File: src/rtl/wb_mailbox_slave.sv
// Wishbone mailbox responder: DATA/STATUS register pair in front of a host-to-fabric
// FIFO (filled by bridge writes) and a fabric-to-host FIFO (drained by bridge reads).
module wb_mailbox_slave #(
    parameter int DEPTH = 8
) (
    input  logic        clk_clk,
    input  logic        reset_reset_n,
    input  logic        wb_address,
    input  logic [31:0] wb_writedata,
    output logic [31:0] wb_readdata,
    input  logic        wb_writeenable,
    input  logic [3:0]  wb_selectarray,
    input  logic        wb_strobe,
    output logic        wb_acknowledge,
    output logic [31:0] h2f_data,
    output logic        h2f_valid,
    input  logic        h2f_ready,
    input  logic [31:0] f2h_data,
    input  logic        f2h_valid,
    output logic        f2h_ready
);

    localparam int CW = $clog2(DEPTH) + 1;
    localparam int PW = $clog2(DEPTH);
    localparam logic [CW-1:0] FULL_CNT = CW'(DEPTH);

    typedef enum logic {
        S_IDLE = 1'b0,
        S_ACK  = 1'b1
    } state_t;

    // Bridge handshake: a transfer is accepted when wb_strobe is seen in IDLE; the
    // access takes effect on that edge and wb_acknowledge is high for the single
    // following cycle together with wb_readdata. wb_strobe is ignored while acking.
    state_t      state_q;
    logic        ack_q;
    logic [31:0] rdata_q;

    logic [31:0]   h2f_mem [DEPTH];
    logic [31:0]   f2h_mem [DEPTH];
    logic [PW-1:0] h2f_wptr_q, h2f_wptr_d, h2f_rptr_q, h2f_rptr_d;
    logic [PW-1:0] f2h_wptr_q, f2h_wptr_d, f2h_rptr_q, f2h_rptr_d;
    logic [CW-1:0] h2f_cnt_q, h2f_cnt_d, f2h_cnt_q, f2h_cnt_d;
    logic          ovf_q, ovf_d, unf_q, unf_d;

    logic        wb_acc, data_wr, data_rd, stat_wr;
    logic        h2f_full, h2f_empty, f2h_full, f2h_empty;
    logic        h2f_push, h2f_pop, f2h_push, f2h_pop, flush;
    logic [31:0] wr_masked, status_word, rd_val;

    assign wb_acc  = (state_q == S_IDLE) && wb_strobe;
    assign data_wr = wb_acc &&  wb_writeenable && !wb_address;
    assign data_rd = wb_acc && !wb_writeenable && !wb_address;
    assign stat_wr = wb_acc &&  wb_writeenable &&  wb_address;

    assign h2f_full  = (h2f_cnt_q == FULL_CNT);
    assign h2f_empty = (h2f_cnt_q == '0);
    assign f2h_full  = (f2h_cnt_q == FULL_CNT);
    assign f2h_empty = (f2h_cnt_q == '0);

    // All full/empty decisions below use start-of-cycle state only.
    assign h2f_push = data_wr && !h2f_full;
    assign h2f_pop  = h2f_ready && !h2f_empty;
    assign f2h_push = f2h_valid && !f2h_full;
    assign f2h_pop  = data_rd && !f2h_empty;
    assign flush    = stat_wr && wb_selectarray[1] && wb_writedata[8];

    always_comb begin
        wr_masked = '0;
        for (int i = 0; i < 4; i++) begin
            wr_masked[8*i +: 8] = wb_selectarray[i] ? wb_writedata[8*i +: 8] : 8'h00;
        end
    end

    assign status_word = {10'd0, unf_q, ovf_q, f2h_empty, f2h_full, h2f_empty, h2f_full,
                          8'(f2h_cnt_q), 8'(h2f_cnt_q)};

    always_comb begin
        rd_val = '0;
        if (wb_address) begin
            rd_val = status_word;
        end else if (!f2h_empty) begin
            rd_val = f2h_mem[f2h_rptr_q];
        end
    end

    always_comb begin
        h2f_wptr_d = h2f_wptr_q;
        h2f_rptr_d = h2f_rptr_q;
        h2f_cnt_d  = h2f_cnt_q;
        f2h_wptr_d = f2h_wptr_q;
        f2h_rptr_d = f2h_rptr_q;
        f2h_cnt_d  = f2h_cnt_q;
        if (h2f_push) h2f_wptr_d = h2f_wptr_q + 1'b1;
        if (h2f_pop)  h2f_rptr_d = h2f_rptr_q + 1'b1;
        if (f2h_push) f2h_wptr_d = f2h_wptr_q + 1'b1;
        if (f2h_pop)  f2h_rptr_d = f2h_rptr_q + 1'b1;
        if (h2f_push && !h2f_pop) h2f_cnt_d = h2f_cnt_q + 1'b1;
        if (!h2f_push && h2f_pop) h2f_cnt_d = h2f_cnt_q - 1'b1;
        if (f2h_push && !f2h_pop) f2h_cnt_d = f2h_cnt_q + 1'b1;
        if (!f2h_push && f2h_pop) f2h_cnt_d = f2h_cnt_q - 1'b1;
        // Flush wins over any same-cycle push or pop on either FIFO.
        if (flush) begin
            h2f_wptr_d = '0;
            h2f_rptr_d = '0;
            h2f_cnt_d  = '0;
            f2h_wptr_d = '0;
            f2h_rptr_d = '0;
            f2h_cnt_d  = '0;
        end
    end

    always_comb begin
        ovf_d = ovf_q;
        unf_d = unf_q;
        if (data_wr && h2f_full)  ovf_d = 1'b1;
        if (data_rd && f2h_empty) unf_d = 1'b1;
        if (stat_wr && wb_selectarray[0] && wb_writedata[0]) ovf_d = 1'b0;
        if (stat_wr && wb_selectarray[0] && wb_writedata[1]) unf_d = 1'b0;
    end

    always_ff @(posedge clk_clk) begin
        if (!reset_reset_n) begin
            state_q <= S_IDLE;
            ack_q   <= 1'b0;
            rdata_q <= '0;
        end else begin
            case (state_q)
                S_IDLE: begin
                    if (wb_strobe) begin
                        state_q <= S_ACK;
                        ack_q   <= 1'b1;
                        rdata_q <= wb_writeenable ? 32'd0 : rd_val;
                    end else begin
                        ack_q   <= 1'b0;
                        rdata_q <= '0;
                    end
                end
                S_ACK: begin
                    state_q <= S_IDLE;
                    ack_q   <= 1'b0;
                    rdata_q <= '0;
                end
                default: begin
                    state_q <= S_IDLE;
                    ack_q   <= 1'b0;
                    rdata_q <= '0;
                end
            endcase
        end
    end

    always_ff @(posedge clk_clk) begin
        if (!reset_reset_n) begin
            h2f_wptr_q <= '0;
            h2f_rptr_q <= '0;
            h2f_cnt_q  <= '0;
            f2h_wptr_q <= '0;
            f2h_rptr_q <= '0;
            f2h_cnt_q  <= '0;
            ovf_q      <= 1'b0;
            unf_q      <= 1'b0;
        end else begin
            h2f_wptr_q <= h2f_wptr_d;
            h2f_rptr_q <= h2f_rptr_d;
            h2f_cnt_q  <= h2f_cnt_d;
            f2h_wptr_q <= f2h_wptr_d;
            f2h_rptr_q <= f2h_rptr_d;
            f2h_cnt_q  <= f2h_cnt_d;
            ovf_q      <= ovf_d;
            unf_q      <= unf_d;
        end
    end

    // Storage needs no reset: contents are unreachable once the pointers clear.
    always_ff @(posedge clk_clk) begin
        if (h2f_push) h2f_mem[h2f_wptr_q] <= wr_masked;
        if (f2h_push) f2h_mem[f2h_wptr_q] <= f2h_data;
    end

    assign wb_acknowledge = ack_q;
    assign wb_readdata    = rdata_q;
    assign h2f_data       = h2f_mem[h2f_rptr_q];
    assign h2f_valid      = !h2f_empty;
    assign f2h_ready      = !f2h_full;

endmodule

File: config.mk
export PLATFORM = sky130hd
export DESIGN_NAME = wb_mailbox_slave
export DESIGN_NICKNAME = d
export VERILOG_FILES = /design/src/rtl/wb_mailbox_slave.sv
export SDC_FILE = /design/constraint.sdc
export NUM_CORES = 1
export LEC_CHECK = 0
export ABC_AREA = 1
export BUFFER_PORTS_ARGS = -buffer_cell sky130_fd_sc_hd__buf_2
export CAP_MARGIN = 40
export CORE_ASPECT_RATIO = 0.7
export CORE_MARGIN = 5
export CORE_UTILIZATION = 25
export CTS_CLUSTER_DIAMETER = 40
export DETAILED_ROUTE_END_ITERATION = 6
export GPL_TIMING_DRIVEN = 0
export HOLD_SLACK_MARGIN = 0.12
export SKIP_LAST_GASP = 1
export SLEW_MARGIN = 5
export SYNTH_ARGS = -nofsm -noshare
export SYNTH_HDL_FRONTEND = slang
export SYNTH_SLANG_ARGS = --single-unit
File: constraint.sdc
create_clock -name clk_clk -period 4 [get_ports clk_clk]
set_clock_uncertainty 0.1 [all_clocks]
set_input_delay 0 -clock clk_clk [delete_from_list [all_inputs] [get_ports clk_clk]]
set_output_delay 0 -clock clk_clk [all_outputs]
set_load 0.05 [all_outputs]
Word level (Yosys, flattened, before mapping)
Memory sizes are Yosys's and may differ from the RTL's. A register that Yosys moved wholly into a read port is not among the register bits.
Cells that the tools add are included.
{"block": "classes", "eq_ne": 2, "n_mux": 23, "n_bitwise": 2, "addsub": 8, "reduce_logical": 38}
{"cell": "two-way mux 32 bit", "n": 4}
{"cell": "case mux 32 bit (2 select lines)", "n": 1}
{"cell": "two-way mux 8 bit", "n": 4}
{"cell": "logical AND 1 bit", "n": 21}
{"cell": "two-way mux 4 bit", "n": 4}
{"cell": "adder 3 x 1 -> 3 bit, second input constant", "n": 4}
{"cell": "two-way mux 3 bit", "n": 4}
{"cell": "logical NOT 1 bit", "n": 10}
{"cell": "adder 4 x 1 -> 4 bit, second input constant", "n": 2}
{"cell": "== test 4 bit, second input constant", "n": 2}
{"cell": "logical NOT 4 bit", "n": 2}
{"cell": "subtractor 4 x 1 -> 4 bit, second input constant", "n": 2}
{"cell": "OR reduction 2 bit", "n": 3}
{"cell": "two-way mux 1 bit", "n": 5}
{"cell": "nonzero test 2 bit", "n": 2}
{"cell": "inverter 1 bit", "n": 2}
{"cell": "case mux 1 bit (2 select lines)", "n": 1}
{"block": "totals", "input_bits": 75, "memories": 2, "wordCells": 85, "ramBits": 512, "out_inout_bits": 67, "reg_bits": 55}
{"name": "f2h_mem", "words": 8, "width": 32, "read_ports": 1, "rd_ports_with_merged_regs": 1, "write_ports": 1, "line": "40", "text": "logic [31:0] f2h_mem [DEPTH];"}
{"name": "h2f_mem", "words": 8, "width": 32, "read_ports": 1, "rd_ports_with_merged_regs": 1, "write_ports": 1, "line": "39", "text": "logic [31:0] h2f_mem [DEPTH];"}

Logic depth before layout (Yosys ltp)
{"block": "depth", "ltp_word": 9, "ltp_mapped": 15, "ltp_nobuf": 15}

Worst setup path before layout
No wires, ideal clock.
{"block": "synth_path", "kind": "flip-flop to flip-flop", "from": "register wb_acknowledge (netlist name)", "to": "memory h2f_mem[5][0], enable pin", "slack_ns": 0.215, "synth_period_minus_slack_ns": 3.785, "required_ns": 3.439, "arrival_time_ns": 3.223, "path_stages_with_launch": 6, "n_path_buf": 0, "setup_ns": 0.461, "path_cell_list": "dfxtp_1 inv_1 nand2_2 nor3_2 nand2_2 nor3_1"}
{"element": "end, declared", "line": "39"}

==> flow_summary.json <==
{
  "num_rows": 92,
  "syn_to_final_growth_pct": 29.9,
  "synth_area_leaders": "edfxtp_1, nand2_1, dfxtp_1",
  "r2r-start": "wb_acknowledge",
  "port_buffers": 136,
  "cap_violations": 0,
  "internal_power_w": 0.0124,
  "grt_overflow_total": 0,
  "drc_errors": 0,
  "worstHoldPathType": "primary input to flop",
  "synth-seq-cells": 573,
  "core_area_mm2": 0.0905,
  "crit_path_start_kind": "flop",
  "cts-root-buf": "clkbuf_16",
  "yosysTopAreaCellShare": 0.671,
  "grt_use_met1": 0.182,
  "fp.dieH_um": 263,
  "grt_busiest_layer": "met2",
  "synth_edf_count": 512,
  "post-place-cells": 3324,
  "slew_violations": 0,
  "cts.sinks": 573,
  "grt_pass1_vias": 15200,
  "grt_max_degree": 24,
  "synth_seq_area_share": 0.725,
  "place_hpwl_um": 41400,
  "slew_headroom": 0.446,
  "p_leak_nw": 11.3,
  "use_met3": 0.0254,
  "crit_fanout": 18,
  "endpoint_kind": "flop",
  "synth_nets": 2023,
  "place_area_mm2": 0.0257,
  "fin_crit_sh": 0.722,
  "arrival_ns": 3.09,
  "cts_buffers": 89,
  "synth_largest_area_cell": "edfxtp_1",
  "stdcell_area_mm2": 0.0298,
  "pin_count": 142,
  "drtAntennaViolNets": 0,
  "clock_power_share": 0.423,
  "drive_gt1_frac": 0.172,
  "p_switching_w": 0.00569,
  "critPathKind": "flop to flop",
  "track_usage": 0.125,
  "synth.distinct_cells": 34,
  "viasPerCell": 4.35,
  "clk_pin_slew_ns": 0.05,
  "synthCells": 1938,
  "synthTopCellsByCount": "edfxtp_1, nand2_1, nor2_1, o21ai_0, inv_1",
  "yosys_warnings": 0,
  "antenna_found_initial": 9,
  "min_from": "f2h_data[1]",
  "final-hold-violation-count": 0,
  "rsz0062_at_grt": "false",
  "r2r.worst_path.cells": 8,
  "synth_area_per_cell_um2": 11.8,
  "clk_latency_ns": 0.63,
  "die_x_um": 372,
  "ir_worst_vdd_v": 0.000344,
  "powerDensity_mw_per_mm2": 607,
  "num_vias": 15700,
  "dieArea_mm2": 0.0979,
  "syn-cell-area_mm2": 0.0229,
  "clk_path_buf_depth": 3,
  "gp_congestion": 0.784,
  "h-tree-depth": 3,
  "worstPathRequired_ns": 4.20,
  "p_comb_frac": 0.201,
  "use_met2": 0.188,
  "swShare": 0.315,
  "wirelength_um": 63000,
  "routedWlPerCell_um": 17.5,
  "status": "finished, final reports clean",
  "firstDrtPassIters": 5,
  "grt_pass1_wl_um": 93700,
  "fin_cells": 3599,
  "hold_path_end": "f2h_mem[2][1]",
  "setup_viol": 0,
  "start_util": 0.253,
  "async_reset_ff_frac": 0,
  "drt_iter0_drc": 1562,
  "layout.nets": 2386,
  "max_freq_mhz": 346,
  "seqPwrFrac": 0.376,
  "period_needed_ns": 2.89,
  "cts_tree": "done",
  "synth_ff_type": "edfxtp_1",
  "rrSetupSlack_ns": 1.11,
  "synth.most_common_cell": "edfxtp_1",
  "r2r_end": "h2f_mem[0][1]",
  "worstMarginPinSlew_ns": 0.829,
  "hold_depth": 2
}
==> routing by layer <==
layer | share of wire | wire length (um) | vias up
met5 | 0.00048 | 30 | -
li1 | - | - | 7465
met3 | 0.072 | 4560 | 106
met1 | 0.47 | 29400 | 7520
met4 | 0.023 | 1440 | 6
met2 | 0.44 | 27600 | 569
==> critical path, cell delays in order, from the launching register on <==
cell     delay (ns)
dfxtp_1        0.41
inv_1          0.11
nand2_2        0.20
nor3_2         0.30
nand2_2        0.24
inv_2          0.13
nand2_2        0.15
nor2_4         0.68
buf_16         0.24
==> kinds of logic after synthesis <==
logic type | after synthesis | share of synthesized area
AND/OR/NAND/NOR | 732 | 0.129
multiplexers | 32 | 0.0140
XOR/XNOR | 8 | 0.00306
buffers and inverters | 261 | 0.0501
adder cells (fa/ha/maj) | 10 | 0.00546
flip-flops | 573 | 0.725
AO/OA/AOI/OAI | 322 | 0.0734
==> per-stage QoR <==
stage                     hold slack (ns)  setup slack [ns]  setup TNS, ns   util  power [W]
final                               0.140              1.11              0  0.329     0.0181
after floorplan                  -0.00113             0.215              0      -    0.00928
after CTS                           0.124              1.14              0  0.329     0.0182
after detailed placement            0.170              1.13              0  0.284     0.0104
after global routing                0.141              1.01              0  0.329     0.0187
after global placement              0.172             -2.57        -512.33  0.278     0.0104
==> area by class of cell <==
cell class / instances / area [um^2]
diodes: 1 / 2.50
plain buffers: 103 / 556
clock buffers: 101 / 2290
clock inverters: 65 / 716
fillers: 8931 / 60700
inverters: 158 / 593
multi-input cells: 1104 / 5270
flip-flops and latches: 573 / 16600
well taps: 1222 / 1530
repair buffers: 272 / 2200
==> placed cells by master (no fill, tap or decap), types with 7 or more instances in the layout <==
cell type / instances
a21oi_1: 30
buf_1: 7
buf_16: 7
buf_2: 174
buf_4: 16
buf_6: 20
bufinv_16: 7
clkbuf_1: 47
clkbuf_16: 89
clkinv_2: 12
clkinv_4: 9
clkinvlp_4: 12
dfxtp_1: 61
dlygate4sd3_1: 108
edfxtp_1: 512
ha_1: 10
inv_1: 153
inv_6: 11
mux2i_1: 32
nand2_1: 334
nand3_1: 98
nor2_1: 269
nor2_4: 13
o21ai_0: 205
o21ai_1: 34
o22ai_1: 51
==> power groups by stage <==
stage	logic (W)	clock network, W	registers [W]
2_1_floorplan	0.00237	0	0.00691
3_5_place_dp	0.00354	0	0.00691
6_report	0.00363	0.00763	0.00679
4_1_cts	0.00365	0.00774	0.00679
3_3_place_gp	0.00348	0	0.00692
5_1_grt	0.00394	0.00801	0.00680
==> worst max path at each step <==
stage	startpoint	slack [ns]	endpoint	cells after the start
after floorplan	wb_acknowledge	0.22	h2f_mem[5][0]	5
after global placement	wb_acknowledge	-2.57	h2f_mem[1][19]	5
after detailed placement	wb_acknowledge	1.13	h2f_mem[0][19]	8
after CTS	wb_acknowledge	1.14	h2f_mem[0][1]	8
after global routing	wb_acknowledge	1.01	h2f_mem[0][1]	8
final	wb_acknowledge	1.11	h2f_mem[0][1]	8
==> flip-flops by register name, indices dropped and copies added (netlist names), 3 cells and up, named ones only <==
| signal | count |
|---|---|
| h2f_cnt_q | 4 |
| f2h_cnt_q | 4 |
| f2h_rptr_q | 3 |
| h2f_rptr_q | 3 |
| f2h_mem | 256 |
| wb_readdata | 32 |
| f2h_wptr_q | 3 |
| h2f_mem | 256 |
| h2f_wptr_q | 3 |
==> timing repair <==
action / in CTS / in global routing
hold buffers: 108 / 0
resized for setup: 0 / 0
endpoints found under the hold margin: 586 / 0
setup buffers: 0 / 0
Power figures use the tool's default switching activity.
